## config.mk

```make
export PLATFORM = sky130hd
export DESIGN_NAME = ordering_xfer
export DESIGN_NICKNAME = d
export VERILOG_FILES = /design/src/rtl/ordering_xfer.sv
export SDC_FILE = /design/constraint.sdc
export NUM_CORES = 1
export LEC_CHECK = 0
export BUFFER_PORTS_ARGS = -buffer_cell sky130_fd_sc_hd__clkbuf_2
export CAP_MARGIN = 20
export CORE_MARGIN = 1
export CORE_UTILIZATION = 51
export DETAILED_ROUTE_END_ITERATION = 8
export HOLD_SLACK_MARGIN = 0.15
export PLACE_DENSITY = 0.86
export SYNTH_ARGS = -nofsm -noshare
export SYNTH_HDL_FRONTEND = slang
export SYNTH_SLANG_ARGS = --single-unit
```

## constraint.sdc

```tcl
create_clock -name clk -period 8.1 [get_ports clk]
set_input_delay 0.405 -clock clk [delete_from_list [all_inputs] [get_ports clk]]
set_output_delay 0.405 -clock clk [all_outputs]
set_load 0.02 [all_outputs]
```

## src/rtl/ordering_xfer.sv

```systemverilog
// ordering_xfer: moves replica orderings between the ordering array and host streams.
// Define ORDERING_XFER_CHECKSUM_EN to build the running byte-sum checksum.
module ordering_xfer #(
  parameter int replica_num = 32,
  parameter int beat_num    = 4
) (
  input  logic            clk,
  input  logic            reset,
  input  logic            start_read,
  input  logic            start_write,
  output logic            busy,
  output logic            done,
  input  logic            ordering_ready,
  output logic            ordering_read,
  input  logic [7:0][7:0] ordering_rdata,
  output logic            ordering_write,
  output logic [7:0][7:0] ordering_wdata,
  output logic            m_valid,
  input  logic            m_ready,
  output logic [63:0]     m_data,
  output logic            m_last,
  input  logic            s_valid,
  output logic            s_ready,
  input  logic [63:0]     s_data,
  output logic [15:0]     checksum
);

  localparam int T  = replica_num * beat_num;
  localparam int CW = $clog2(T + 1);
  localparam logic [CW-1:0] TOTAL = CW'(T);
  localparam logic [CW-1:0] LAST  = CW'(T - 1);

  typedef enum logic [1:0] {
    IDLE,
    READ,
    DRAIN,
    WRITE
  } state_t;

  state_t        state;
  state_t        state_nx;
  logic [CW-1:0] issued;
  logic [CW-1:0] delivered;
  logic [63:0]   fifo_mem [2];
  logic          wr_ptr;
  logic          rd_ptr;
  logic [1:0]    fifo_count;
  logic          inflight;
  logic          start_ok;
  logic          push;
  logic          pop;
  logic          drain_done;
  logic          done_q;

  assign start_ok = (state == IDLE) && (start_read || start_write);
  assign push     = inflight;
  assign m_valid  = fifo_count != 2'd0;
  assign m_data   = fifo_mem[rd_ptr];
  assign pop      = m_valid && m_ready;
  assign m_last   = m_valid && (delivered == LAST);
  assign busy     = state != IDLE;
  assign done     = drain_done || done_q;
  assign ordering_wdata = s_data;

  always_comb begin
    state_nx       = state;
    ordering_read  = 1'b0;
    ordering_write = 1'b0;
    s_ready        = 1'b0;
    drain_done     = 1'b0;
    unique case (state)
      IDLE: begin
        if (start_read) begin
          state_nx = READ;
        end else if (start_write) begin
          state_nx = WRITE;
        end
      end
      READ: begin
        // fifo slots must cover the beat already in flight
        ordering_read = ordering_ready &&
                        (({1'b0, fifo_count} + {2'b0, inflight}) < 3'd2) &&
                        (issued < TOTAL);
        if (ordering_read && (issued == LAST)) begin
          state_nx = DRAIN;
        end
      end
      DRAIN: begin
        if ((fifo_count == 2'd0) && !inflight) begin
          drain_done = 1'b1;
          state_nx   = IDLE;
        end
      end
      WRITE: begin
        s_ready        = ordering_ready && (issued < TOTAL);
        ordering_write = s_valid && s_ready;
        if (ordering_write && (issued == LAST)) begin
          state_nx = IDLE;
        end
      end
      default: state_nx = IDLE;
    endcase
  end

  always_ff @(posedge clk or negedge reset) begin
    if (!reset) begin
      state      <= IDLE;
      issued     <= '0;
      delivered  <= '0;
      inflight   <= 1'b0;
      wr_ptr     <= 1'b0;
      rd_ptr     <= 1'b0;
      fifo_count <= 2'd0;
      done_q     <= 1'b0;
    end else begin
      state    <= state_nx;
      inflight <= ordering_read;
      done_q   <= ordering_write && (issued == LAST);
      if (start_ok) begin
        issued    <= '0;
        delivered <= '0;
      end else begin
        if (ordering_read || ordering_write) begin
          issued <= issued + CW'(1);
        end
        if (pop) begin
          delivered <= delivered + CW'(1);
        end
      end
      if (push) begin
        wr_ptr <= ~wr_ptr;
      end
      if (pop) begin
        rd_ptr <= ~rd_ptr;
      end
      unique case ({push, pop})
        2'b10:   fifo_count <= fifo_count + 2'd1;
        2'b01:   fifo_count <= fifo_count - 2'd1;
        default: fifo_count <= fifo_count;
      endcase
    end
  end

  always_ff @(posedge clk) begin
    if (push) begin
      fifo_mem[wr_ptr] <= ordering_rdata;
    end
  end

`ifdef ORDERING_XFER_CHECKSUM_EN
  logic [15:0] ck;

  function automatic logic [15:0] byte_sum(input logic [63:0] d);
    logic [15:0] s;
    s = '0;
    for (int i = 0; i < 8; i++) begin
      s = s + {8'h00, d[8*i +: 8]};
    end
    return s;
  endfunction

  always_ff @(posedge clk or negedge reset) begin
    if (!reset) begin
      ck <= '0;
    end else if (start_ok) begin
      ck <= '0;
    end else if (pop) begin
      ck <= ck + byte_sum(m_data);
    end else if (ordering_write) begin
      ck <= ck + byte_sum(s_data);
    end
  end

  assign checksum = ck;
`else
  assign checksum = '0;
`endif

endmodule

```

; Word-level counts from Yosys, hierarchy flattened
; Memory sizes are Yosys's and may differ from the RTL's.
; Cells that the tools add are included.
; Widths: inputs -> output; s select.
[op_classes]
n_addsub = 5
n_lt_le_gt_ge = 2
n_eq_ne = 11
mux = 18
n_bitwise = 2
reduce_logical = 23
[ops]
columns = cell, n
row1 = $mux 8, 4
row2 = $add 8x1->8 const B, 2
row3 = $eq 8x7->1 const B, 2
row4 = $logic_and 1x1->1, 11
row5 = $mux 2, 5
row6 = $reduce_bool 2->1, 5
row7 = $lt 8x8->1 const B, 1
row8 = $pmux 2 s4, 1
row9 = $mux 1, 7
row10 = $eq 2x2->1 const B, 3
row11 = $ne 2x2->1 const B, 3
row12 = $eq 2x1->1 const B, 2
row13 = $logic_not 2->1, 2
row14 = $pmux 2 s2, 1
row15 = $reduce_and 4->1, 1
row16 = $add 2x1->3, 1
row17 = $logic_or 1x1->1, 3
row18 = $lt 3x2->1 const B, 1
row19 = $ne 3x3->1 const B, 1
row20 = $add 2x1->2 const B, 1
row21 = $not 1->1, 2
row22 = $sub 2x1->2 const B, 1
row23 = $logic_not 1->1, 1
[totals]
regBits = 24
ram_bits = 128
inputBits = 135
wordCells = 70
memories = 1
[memory_table]
columns = name, depth, width, rd, rd_clocked_by_memory_dff, write_ports, line_no
row1 = fifo_mem, 2, 64, 1, 0, 1, 44  ; logic [63:0] fifo_mem [2];

; Logic depth before layout (Yosys ltp)
; Gate-level depths: netlist of run 1.
[logic_depth]
ltp_word = 8
depth_mapped = 6
depth_no_buf = 6

; Worst setup path before layout of run 1
; Ideal clock, no wire load.
[synth_timing]
path_type = register to register
start = reg inflight
end = mem fifo_mem[0][0] (enable)
setup_ps = 486
arrival_ps = 3157
required_time_ps = 7614
setup_slack_ps = 4456
path_stages_with_launch = 3
path_buffers = 0
synth_period_minus_slack_ps = 3644
cell_sequence = dfrtp_1 > inv_1 > nor2_1
[synth_via]
elab_chain_cells = 2
[synth_lines]
columns = element, line_no
row1 = "start, declared", 48  ; logic inflight;
row2 = "start signal, assigned", 117  ; inflight <= ordering_read;
row3 = $mux 1, 145  ; if (push) begin
row4 = $mux 1 (not written as such), 146  ; fifo_mem[wr_ptr] <= ordering_rdata;
row5 = "end, declared", 44
; Every way passes these cells.

; Final worst setup path of run 1
[layout_timing]
start = reg rd_ptr
end = out m_data[7]
[layout_via]
elab_chain_cells = 1
[layout_lines]
columns = element, line_no
row1 = "start, declared", 46  ; logic rd_ptr;
row2 = "start signal, assigned", 134  ; rd_ptr <= ~rd_ptr;
row3 = $mem_v2 2x64, --
row4 = "end, declared", 20  ; output logic [63:0] m_data,
; Every way passes these cells.

==> results.yml, run 1 <==
outcome:
  status: "finished, final reports clean"
clock_network:
  cts_inserted_buffers: 17
  cts_max_level: 4
  cts_buffer_depth: 2
  clock_latency_ps: 410
  cts_tree: "built"
  post_cts_resized: 0
  clock_sinks: 152
  clk_pin_slew_ps: 60
  cts-root-buf: "clkbuf_16"
sta:
  rsz0062_at_grt: "false"
  fmax_mhz: 406
  final.setup.tns_ps: 0
  min_period_ps: 2460
  hold_viol: 0
  slew-limit-headroom_pct: 43.4
  worstMarginPinSlew_ps: 845
  setup_viol: 0
  whs_ps: 179
  finalCritPeriodShare_pct: 30.4
  drv_slew: 0
  skew_ps: 4.53
layout:
  area_growth_pct: 16.6
  post-route-util_pct: 61.6
  nets: 632
  nFillCells: 892
  final_common_cell: "clkbuf_2"
  final-instance-count-excl-fill: 674
  final_cell_mix: "clkbuf_2 (141), edfxtp_1 (128), mux2_2 (64)"
  diodes: 0
  drive_above_1_share_pct: 48.4
die:
  die-area_um2: 13000
  ioPinCount: 286
  placementRows: 40
  start_util_pct: 52.8
  die_w_um: 114
  core_um2: 12200
  die_height_um: 114
drt:
  drc: 0
  num_vias: 3443
  avgViaCountPerCell: 5.11
  wl_per_cell_um: 16.7
  dr.first_iter.drc_count: 225
  drt_pass1_iterations: 4
  antenna_left: 0
  totalWireLength_um: 11300
synthesis:
  synth.cell_area_um2: 6420
  synthXorXnorAreaFrac_pct: 1.77
  yosysTopAreaCell: "edfxtp_1"
  syn_avg_cell_area_um2: 15.9
  synth-simple-area-share_pct: 4.48
  synth_compound_area_share_pct: 2.12
  ys.warnings.count: 0
  synth_seq_cells: 152
  synth_top_family_by_area: "multiplexers"
  synthMuxAreaShare_pct: 11.4
  yosysSeqAreaShare_pct: 69.2
  synth_top_area_share_pct: 59.8
  syn_inst: 404
  yosys-top-cells-area: "edfxtp_1 (60%), mux2_2 (11%), buf_4 (9.4%)"
  synth_fa_ha_area_share_pct: 0.584
  synth.distinct_cells: 38
global_route:
  track_usage_pct: 17.4
  grt_pass1_vias: 3390
  grt_max_degree: 65
  grt_pass1_wl_um: 16600
  grt_overflow: 0
  grt_antenna_before_repair: 0
power_and_ir_drop:
  total_power_mw: 2.37
  power.leakage_nw: 2.93
  power-per-cell-area_nw_per_um2: 316
  peakVddDrop_v: 0.000189
worst_hold_path:
  holdCritStartpoint: "ordering_rdata[12]"
  worstHoldEndpoint: "fifo_mem[0][12]"
  hold_class: "primary input to register"
  hold_depth: 1
critical_path:
  path_max_fanout: 64
  timing.rr.start: "fifo_count[0]"
  r2r_cells: 5
  worstPathRequired_ps: 7700
  r2r_slack_ps: 6210
  cp.arrival_ps: 2060
  timing.rr.end: "fifo_count[1]"
  cp-end-kind: "primary output"
  worstSetupStartpointType: "register"
  critPathKind: "register to primary output"
run:
  cap_violations: 0
placed_design:
  dp.cells: 642
  place_congestion: 0.763
  post-dp-hpwl_um: 7560
  io_buffers: 141
[worst max path at each step]
stage / start / endpoint / slack [ps] / depth (start not counted)
2_1_floorplan: inflight / fifo_mem[0][0] / 4460 / 2
3_3_place_gp: rd_ptr / m_data[3] / 6090 / 3
3_5_place_dp: rd_ptr / m_data[57] / 6070 / 3
4_1_cts: rd_ptr / m_data[7] / 5600 / 3
5_1_grt: rd_ptr / m_data[7] / 5530 / 3
6_report: rd_ptr / m_data[7] / 5640 / 3
[layer usage]
metal / share of wire (%) / GRT usage (%) / vias to the layer above
li1: - / - / 1567
met1: 39 / 19.3 / 1660
met2: 51 / 29.5 / 169
met3: 7.4 / 5.82 / 47
met4: 2.8 / 9.52 / 0
met5: 0 / 0 / -
[through the flow]
stage               setup slack, ps  cell area [um^2]
finish                         5640              7490
global route                   5530              7490
CTS                            5600              7490
detailed placement             6070              6790
global placement               6090              6790
floorplan                      4460              6480
[cell families (layout without fill, tap and decap cells)]
logic type | after synthesis | in the layout
buffers and inverters | 96 | 183
other | 1 | 16
DFF | 152 | 152
adders and majority gates | 3 | 3
muxes | 65 | 65
and+or+nand+nor | 54 | 54
AOI/OAI and AO/OA | 20 | 20
xor gates and xnor gates | 13 | 13
[registers in the layout, indices dropped and copies added (netlist names)]
| register | flops |
|---|---|
| state | 2 |
| done_q | 1 |
| delivered | 8 |
| rd_ptr | 1 |
| fifo_count | 2 |
| inflight | 1 |
| issued | 8 |
| fifo_mem | 128 |
| wr_ptr | 1 |
[where the power goes]
group          leakage (nW)  total, mW  switching (mW)  internal (mW)
combinational          1.14      0.524           0.296          0.227
clock                 0.334      0.915           0.303          0.611
sequential             1.45      0.928          0.0425          0.886
total                  2.93       2.37           0.642           1.72
[synthesized netlist by cell type]
cell type	count
a21boi_0	1
a21o_1	1
a21oi_1	4
a22oi_2	1
and2_1	1
and4_1	1
and4b_4	1
buf_2	6
buf_4	80
clkbuf_1	3
conb_1	1
dfrtp_1	24
edfxtp_1	128
ha_1	3
inv_1	7
mux2_2	64
mux2i_1	1
nand2_1	12
nand3_1	6
nand3b_1	1
nand4_1	3
nand4b_1	1
nor2_1	17
nor3_1	5
nor4b_1	1
nor4b_4	1
o211ai_1	3
o21a_1	1
o21ai_0	3
o21ai_1	1
o221ai_1	1
o31ai_1	4
or2_2	1
or2b_1	1
or3_1	1
or4_1	1
xnor2_1	8
xor2_1	5
[cell type report]
class	count	area, um^2	share of cell area [%]
flip-flops and latches	152	4450	59.4
multi-input cells	171	1380	18.4
repair buffers	145	738	9.86
clock buffers	17	425	5.68
clock inverters	14	268	3.58
well taps	168	210	2.81
inverters	7	26.3	0.351
[timing repair]
item	in CTS	in global routing
endpoints found under the hold margin	24	0
hold buffers	1	0
setup buffers	0	0
[worst max-delay path, cell delays in order (launching register included)]
cell and delay [ps]:
dfrtp_2 360, buf_4 640, mux2_2 440, clkbuf_2 160
(Power assumes the default switching activity.)
==> run 2: changes to the inputs <==
--- a/config.mk
+++ b/config.mk
@@ -8,10 +8,10 @@
 export BUFFER_PORTS_ARGS = -buffer_cell sky130_fd_sc_hd__clkbuf_2
 export CAP_MARGIN = 20
 export CORE_MARGIN = 1
-export CORE_UTILIZATION = 51
+export CORE_UTILIZATION = 47
 export DETAILED_ROUTE_END_ITERATION = 8
 export HOLD_SLACK_MARGIN = 0.15
-export PLACE_DENSITY = 0.86
+export PLACE_DENSITY = 0.8
 export SYNTH_ARGS = -nofsm -noshare
 export SYNTH_HDL_FRONTEND = slang
 export SYNTH_SLANG_ARGS = --single-unit
==> constraint.sdc (replaced) <==
create_clock -name clk -period 2.4 [get_ports clk]
set_input_delay 0.12 -clock clk [delete_from_list [all_inputs] [get_ports clk]]
set_output_delay 0.12 -clock clk [all_outputs]
set_load 0.02 [all_outputs]
==> run 2 against run 1 <==
Net effect: critical path depth up 2; global-route usage increased by 1.2 points; cell area grew 8.8%; setup slack worse by 5300 ps; first-iteration DRC count is 0.89% lower; register-to-register slack got worse by 5800 ps; combinational power increased to 3.6 times the previous value; via count up 8.5%; die area increased by 8.4%; sequential share of layout area fell by 4.8 points; flip-flop and latch count unchanged; final cell count rose by 12%; largest cell class unchanged.
==> results.yml, run 2 (synthesis results as in run 1) <==
placed_design:
  place_ws_ps: 603
  io_buffers: 141
  place_area_um2: 6840
  dp.cells: 653
  post-dp-hpwl_um: 7630
  place_congestion: 0.861
clock_network:
  cts_max_level: 4
  clock_sinks: 152
  post_cts_resized: 0
  cts_tree: "built"
  cts_buffer_depth: 2
  clk_pin_slew_ps: 70
  cts_inserted_buffers: 17
  cts-root-buf: "clkbuf_16"
  clock_latency_ps: 420
layout:
  largest_register: "fifo_mem"
  post-route-util_pct: 61.3
  drive_above_1_share_pct: 43.1
  final_common_cell: "clkbuf_2"
  nets: 705
  diodes: 0
  post-route-cell-area_um2: 8150
  reg.largest.list: "fifo_mem: 128 flops, delivered: 8 flops, issued: 8 flops"
  final-instance-count-excl-fill: 756
  largest_reg_flops: 128
  area_growth_pct: 26.8
  nFillCells: 965
  seq_area_um2: 4450
  multi_input_area_um2: 1380
  final_cell_mix: "clkbuf_2 (141), edfxtp_1 (128), dlygate4sd3_1 (71)"
run:
  cap_violations: 0
die:
  die-area_um2: 14100
  die_w_um: 119
  die_height_um: 119
  core_um2: 13300
  ioPinCount: 286
  placementRows: 42
  start_util_pct: 48.3
global_route:
  grt_antenna_before_repair: 0
  grt_pass1_wl_um: 19600
  grt_max_degree: 65
  grt_overflow: 0
  track_usage_pct: 18.6
  grt_pass1_vias: 3873
sta:
  whs_ps: 213
  finalCritPeriodShare_pct: 84.3
  hold_viol: 0
  rsz0062_at_grt: "false"
  min_period_ps: 2020
  fmax_mhz: 494
  setup_viol: 0
  worstMarginPinSlew_ps: 639
  final.setup.tns_ps: 0
  drv_slew: 0
  skew_ps: 11.2
  slew-limit-headroom_pct: 56.9
  setup_slack_ps: 377
drt:
  drt_pass1_iterations: 4
  num_vias: 3735
  drc: 0
  dr.first_iter.drc_count: 223
  antenna_left: 0
  wl_per_cell_um: 16.5
  totalWireLength_um: 12500
  avgViaCountPerCell: 4.94
critical_path:
  worstPathRequired_ps: 2710
  path_max_fanout: 6
  cp-end-kind: "register"
  worstSetupStartpointType: "register"
  cp.arrival_ps: 2330
  r2r_slack_ps: 380
  critPathKind: "register to register"
outcome:
  status: "finished, final reports clean"
power_and_ir_drop:
  peakVddDrop_v: 0.000597
  total_power_mw: 7.66
  power-per-cell-area_nw_per_um2: 940
  power.leakage_nw: 3.18
worst_hold_path:
  hold_class: "primary input to register"
-- run 2: timing repair --
action,in CTS,in global routing
endpoints found under the hold margin,157,0
hold buffers,71,0
setup buffers,0,0
setup endpoints to repair,0,0
-- run 2: routing by layer --
layer | vias to the layer above | global-route usage (%) | wire [um]
met2 | 179 | 32.5 | 6380
met3 | 42 | 6.47 | 918
met5 | - | 0 | 0
met4 | 0 | 10.1 | 443
li1 | 1708 | - | -
met1 | 1806 | 19.6 | 4750
-- run 2: layout make-up --
class	count	area share, %
multi-input cells	171	16.9
well taps	176	2.70
clock buffers	17	5.22
repair buffers	218	18.2
clock inverters	15	2.04
inverters	7	0.323
flip-flops and latches	152	54.6
-- run 2: worst paths after layout --
kind | from | end | cells past startpoint
setup / recovery | state[1] | state[1] | 5
hold / removal | start_read | delivered[7] | 5
setup reg to reg | state[1] | state[1] | 5
hold reg to reg | issued[4] | issued[4] | 1
max in group asynchronous | reset | rd_ptr | 2
min in group asynchronous | reset | issued[0] | 2
-- run 2: worst max-delay path, cell delays in order, from the launching register on --
cell           delay, ps
dfrtp_1              480
nor2_1               110
nand3b_1              90
dlygate4sd3_1        550
o221ai_1             110
dlygate4sd3_1        570
-- run 2: power by group --
group | switching [mW] | total, mW | leakage [nW] | internal (mW)
Combinational | 1.04 | 1.90 | 1.45 | 0.862
Clock | 1.06 | 2.61 | 0.281 | 1.55
Sequential | 0.155 | 3.14 | 1.45 | 2.99
Total | 2.26 | 7.66 | 3.18 | 5.40
==> run 3: changes to the inputs <==
--- a/config.mk
+++ b/config.mk
@@ -5,13 +5,14 @@
 export SDC_FILE = /design/constraint.sdc
 export NUM_CORES = 1
 export LEC_CHECK = 0
+export ABC_AREA = 1
 export BUFFER_PORTS_ARGS = -buffer_cell sky130_fd_sc_hd__clkbuf_2
 export CAP_MARGIN = 20
 export CORE_MARGIN = 1
-export CORE_UTILIZATION = 47
+export CORE_UTILIZATION = 43
 export DETAILED_ROUTE_END_ITERATION = 8
 export HOLD_SLACK_MARGIN = 0.15
-export PLACE_DENSITY = 0.8
+export PLACE_DENSITY = 0.76
 export SYNTH_ARGS = -nofsm -noshare
 export SYNTH_HDL_FRONTEND = slang
 export SYNTH_SLANG_ARGS = --single-unit
==> constraint.sdc (replaced) <==
create_clock -name clk -period 1.8 [get_ports clk]
set_input_delay 0.09 -clock clk [delete_from_list [all_inputs] [get_ports clk]]
set_output_delay 0.09 -clock clk [all_outputs]
set_load 0.02 [all_outputs]
==> run 3 against run 2 <==
Net effect: final cell count grew 9.0%; global-route usage shrank 1.4 points; register-to-register slack lost 270 ps; total power grew 49%; highest routed layer unchanged.
==> results.yml, run 3 <==
power_and_ir_drop:
  power_frac_seq_pct: 38.8
  internal_power_mw: 7.68
  peakVddDrop_v: 0.000916
  p_comb_share_pct: 30.1
  sw_frac_of_total_pct: 32.5
  pwr-share-clk_pct: 31.1
  p_switching_mw: 3.70
  power-per-cell-area_nw_per_um2: 1360
  power.leakage_nw: 3.41
synthesis:
  synth_top_flop_cell: "edfxtp_1"
  ys_async_sr_fraction_pct: 15.8
  ys_top_cells_by_count: "edfxtp_1 (128), buf_4 (80), mux2_2 (64)"
  synth.cell_area_um2: 6600
  syn_inst: 464
  yosysMostFrequentCell: "edfxtp_1"
  synth.distinct_cells: 31
  synth_seq_cells: 152
  synth_top_area_share_pct: 58.3
  synth_edf_count: 128
  syn_avg_cell_area_um2: 14.2
  yosysTopAreaCell: "edfxtp_1"
  ys.warnings.count: 0
  yosys-top-cells-area: "edfxtp_1 (58%), mux2_2 (11%), buf_4 (9.1%)"
  yosysSeqAreaShare_pct: 67.4
worst_hold_path:
  hold_class: "primary input to primary output"
  holdCritStartpoint: "s_data[56]"
  hold_depth: 0
  worstHoldEndpoint: "ordering_wdata[56]"
clock_network:
  cts-root-buf: "clkbuf_16"
  post-cts-setup-buffers: 0
  clock_sinks: 152
  cts_max_level: 4
  cts_inserted_buffers: 17
  cts_buffer_depth: 2
  clock_latency_ps: 420
  cts_tree: "built"
  clk_pin_slew_ps: 60
critical_path:
  crit_path_max_incr_delay_ps: 390
  crit_family: "buffers and inverters"
  r2r_slack_ps: 110
  crit_chain: "buf_12 -> mux2_2 -> clkbuf_2"
  cp-end-kind: "primary output"
  r2r_cells: 6
  path_max_fanout: 43
  cp_slowest_cell: "dfrtp_2"
  timing.rr.start: "issued[1]"
  timing.rr.end: "done_q"
  worstSetupStartpointType: "register"
  critPathKind: "register to primary output"
  worstPathRequired_ps: 1710
  worst-path-buf-inv: 2
  cp.arrival_ps: 1640
die:
  die_height_um: 126
  start_util_pct: 44.7
  placementRows: 44
  ioPinCount: 286
  die-area_um2: 15800
  core_um2: 14800
  die_w_um: 126
run:
  cap_violations: 0
layout:
  drive_above_1_share_pct: 40.6
  nFillCells: 1162
  area_growth_pct: 26.6
  seq_area_um2: 4450
  final_common_cell: "clkbuf_2"
  diodes: 0
  reg.largest.list: "fifo_mem: 128 flops, delivered: 8 flops, issued: 8 flops"
  multi_input_area_um2: 1480
  largest_register: "fifo_mem"
  largest_reg_flops: 128
  nets: 765
  final_cell_mix: "clkbuf_2 (141), edfxtp_1 (128), dlygate4sd3_1 (71)"
sta:
  worstMarginPinSlew_ps: 754
  hold_viol: 0
  finalCritPeriodShare_pct: 96.1
  skew_ps: 10.7
  fmax_mhz: 578
  min_period_ps: 1730
  setup_slack_ps: 70.0
  drv_slew: 0
  rsz0062_at_grt: "false"
  setup_viol: 0
  slew-limit-headroom_pct: 49.7
  final.setup.tns_ps: 0
drt:
  dr.first_iter.drc_count: 207
  drt_pass1_iterations: 4
  drc: 0
  num_vias: 4049
  wl_per_cell_um: 16.0
  antenna_left: 0
  avgViaCountPerCell: 4.91
  totalWireLength_um: 13200
outcome:
  status: "finished, final reports clean"
global_route:
  grt_overflow: 0
  grt_antenna_before_repair: 0
  grt_max_degree: 65
  track_usage_pct: 17.2
  grt_pass1_vias: 4288
  grt_pass1_wl_um: 21000
placed_design:
  place_congestion: 0.804
  io_buffers: 141
  post-dp-hpwl_um: 8190
  place_ws_ps: 145
run 3: changes by cell type after synthesis, sizes merged, moves of 5 or more:
cell,before,now
xnor2,8,3
nand3,6,19
nor2,17,26
o21ai,4,9
nand2,12,52
inv,7,27
run 3: kinds of logic after synthesis:
group | count (synthesis) | share of synthesized area [%]
buffers and inverters | 115 | 11.3
other | 1 | 0.0569
flip-flops | 152 | 67.4
multiplexers | 64 | 10.9
adder cells (fa/ha/maj) | 3 | 0.569
AND/OR/NAND/NOR | 103 | 7.29
XOR/XNOR | 7 | 0.930
AO/OA/AOI/OAI | 19 | 1.59
run 3: worst max path at each step:
stage | from | end | cells after the start
2_1_floorplan | inflight | fifo_mem[0][0] | 2
5_1_grt | rd_ptr | m_data[1] | 3
3_5_place_dp | fifo_count[1] | fifo_count[1] | 8
6_report | rd_ptr | m_data[38] | 3
4_1_cts | rd_ptr | m_data[0] | 3
3_3_place_gp | fifo_count[1] | fifo_count[1] | 8
run 3: cell type report:
| class | count | share of cell area, % |
|---|---|---|
| Clock buffer | 17 | 5.09 |
| Clock inverter | 15 | 2.01 |
| Inverter | 27 | 1.26 |
| Multi-Input combinational cell | 212 | 17.7 |
| Sequential cell | 152 | 53.2 |
| Tap cell | 184 | 2.76 |
| Timing Repair Buffer | 217 | 17.9 |
run 3: per-stage QoR:
step | power [mW] | hold slack, ps | cell area [um^2] | util, % | cells
floorplan | 7.02 | -206 | 6670 | - | 479
global placement | 7.68 | 119 | 7040 | 47.7 | 721
detailed placement | 7.79 | 127 | 7040 | 47.7 | 721
CTS | 11.5 | 180 | 8340 | 56.6 | 824
global route | 11.9 | 180 | 8350 | 56.6 | 824
finish | 11.4 | 180 | 8350 | 56.6 | 824
run 3: power groups by stage:
stage	combinational [mW]	sequential, mW	clock (mW)
after detailed placement	3.30	4.49	0
after floorplan	2.58	4.44	0
after global routing	3.67	4.46	3.77
after global placement	3.22	4.46	0
after CTS	3.45	4.42	3.61
final	3.43	4.42	3.54
run 3: repair_timing:
item                       in CTS  in global routing
setup endpoints to repair       2                  1
cloned                          0                  0
hold endpoints to repair      167                  0
gates resized for setup         1                  1
hold buffers                   71                  0
run 3: routing by layer:
metal	part of all wire [%]	global-route usage, %	up-vias
li1	-	-	1856
met1	38	18.6	1951
met2	51	29.8	183
met3	7.6	6.58	59
met4	2.8	8.15	0
met5	0	0	-
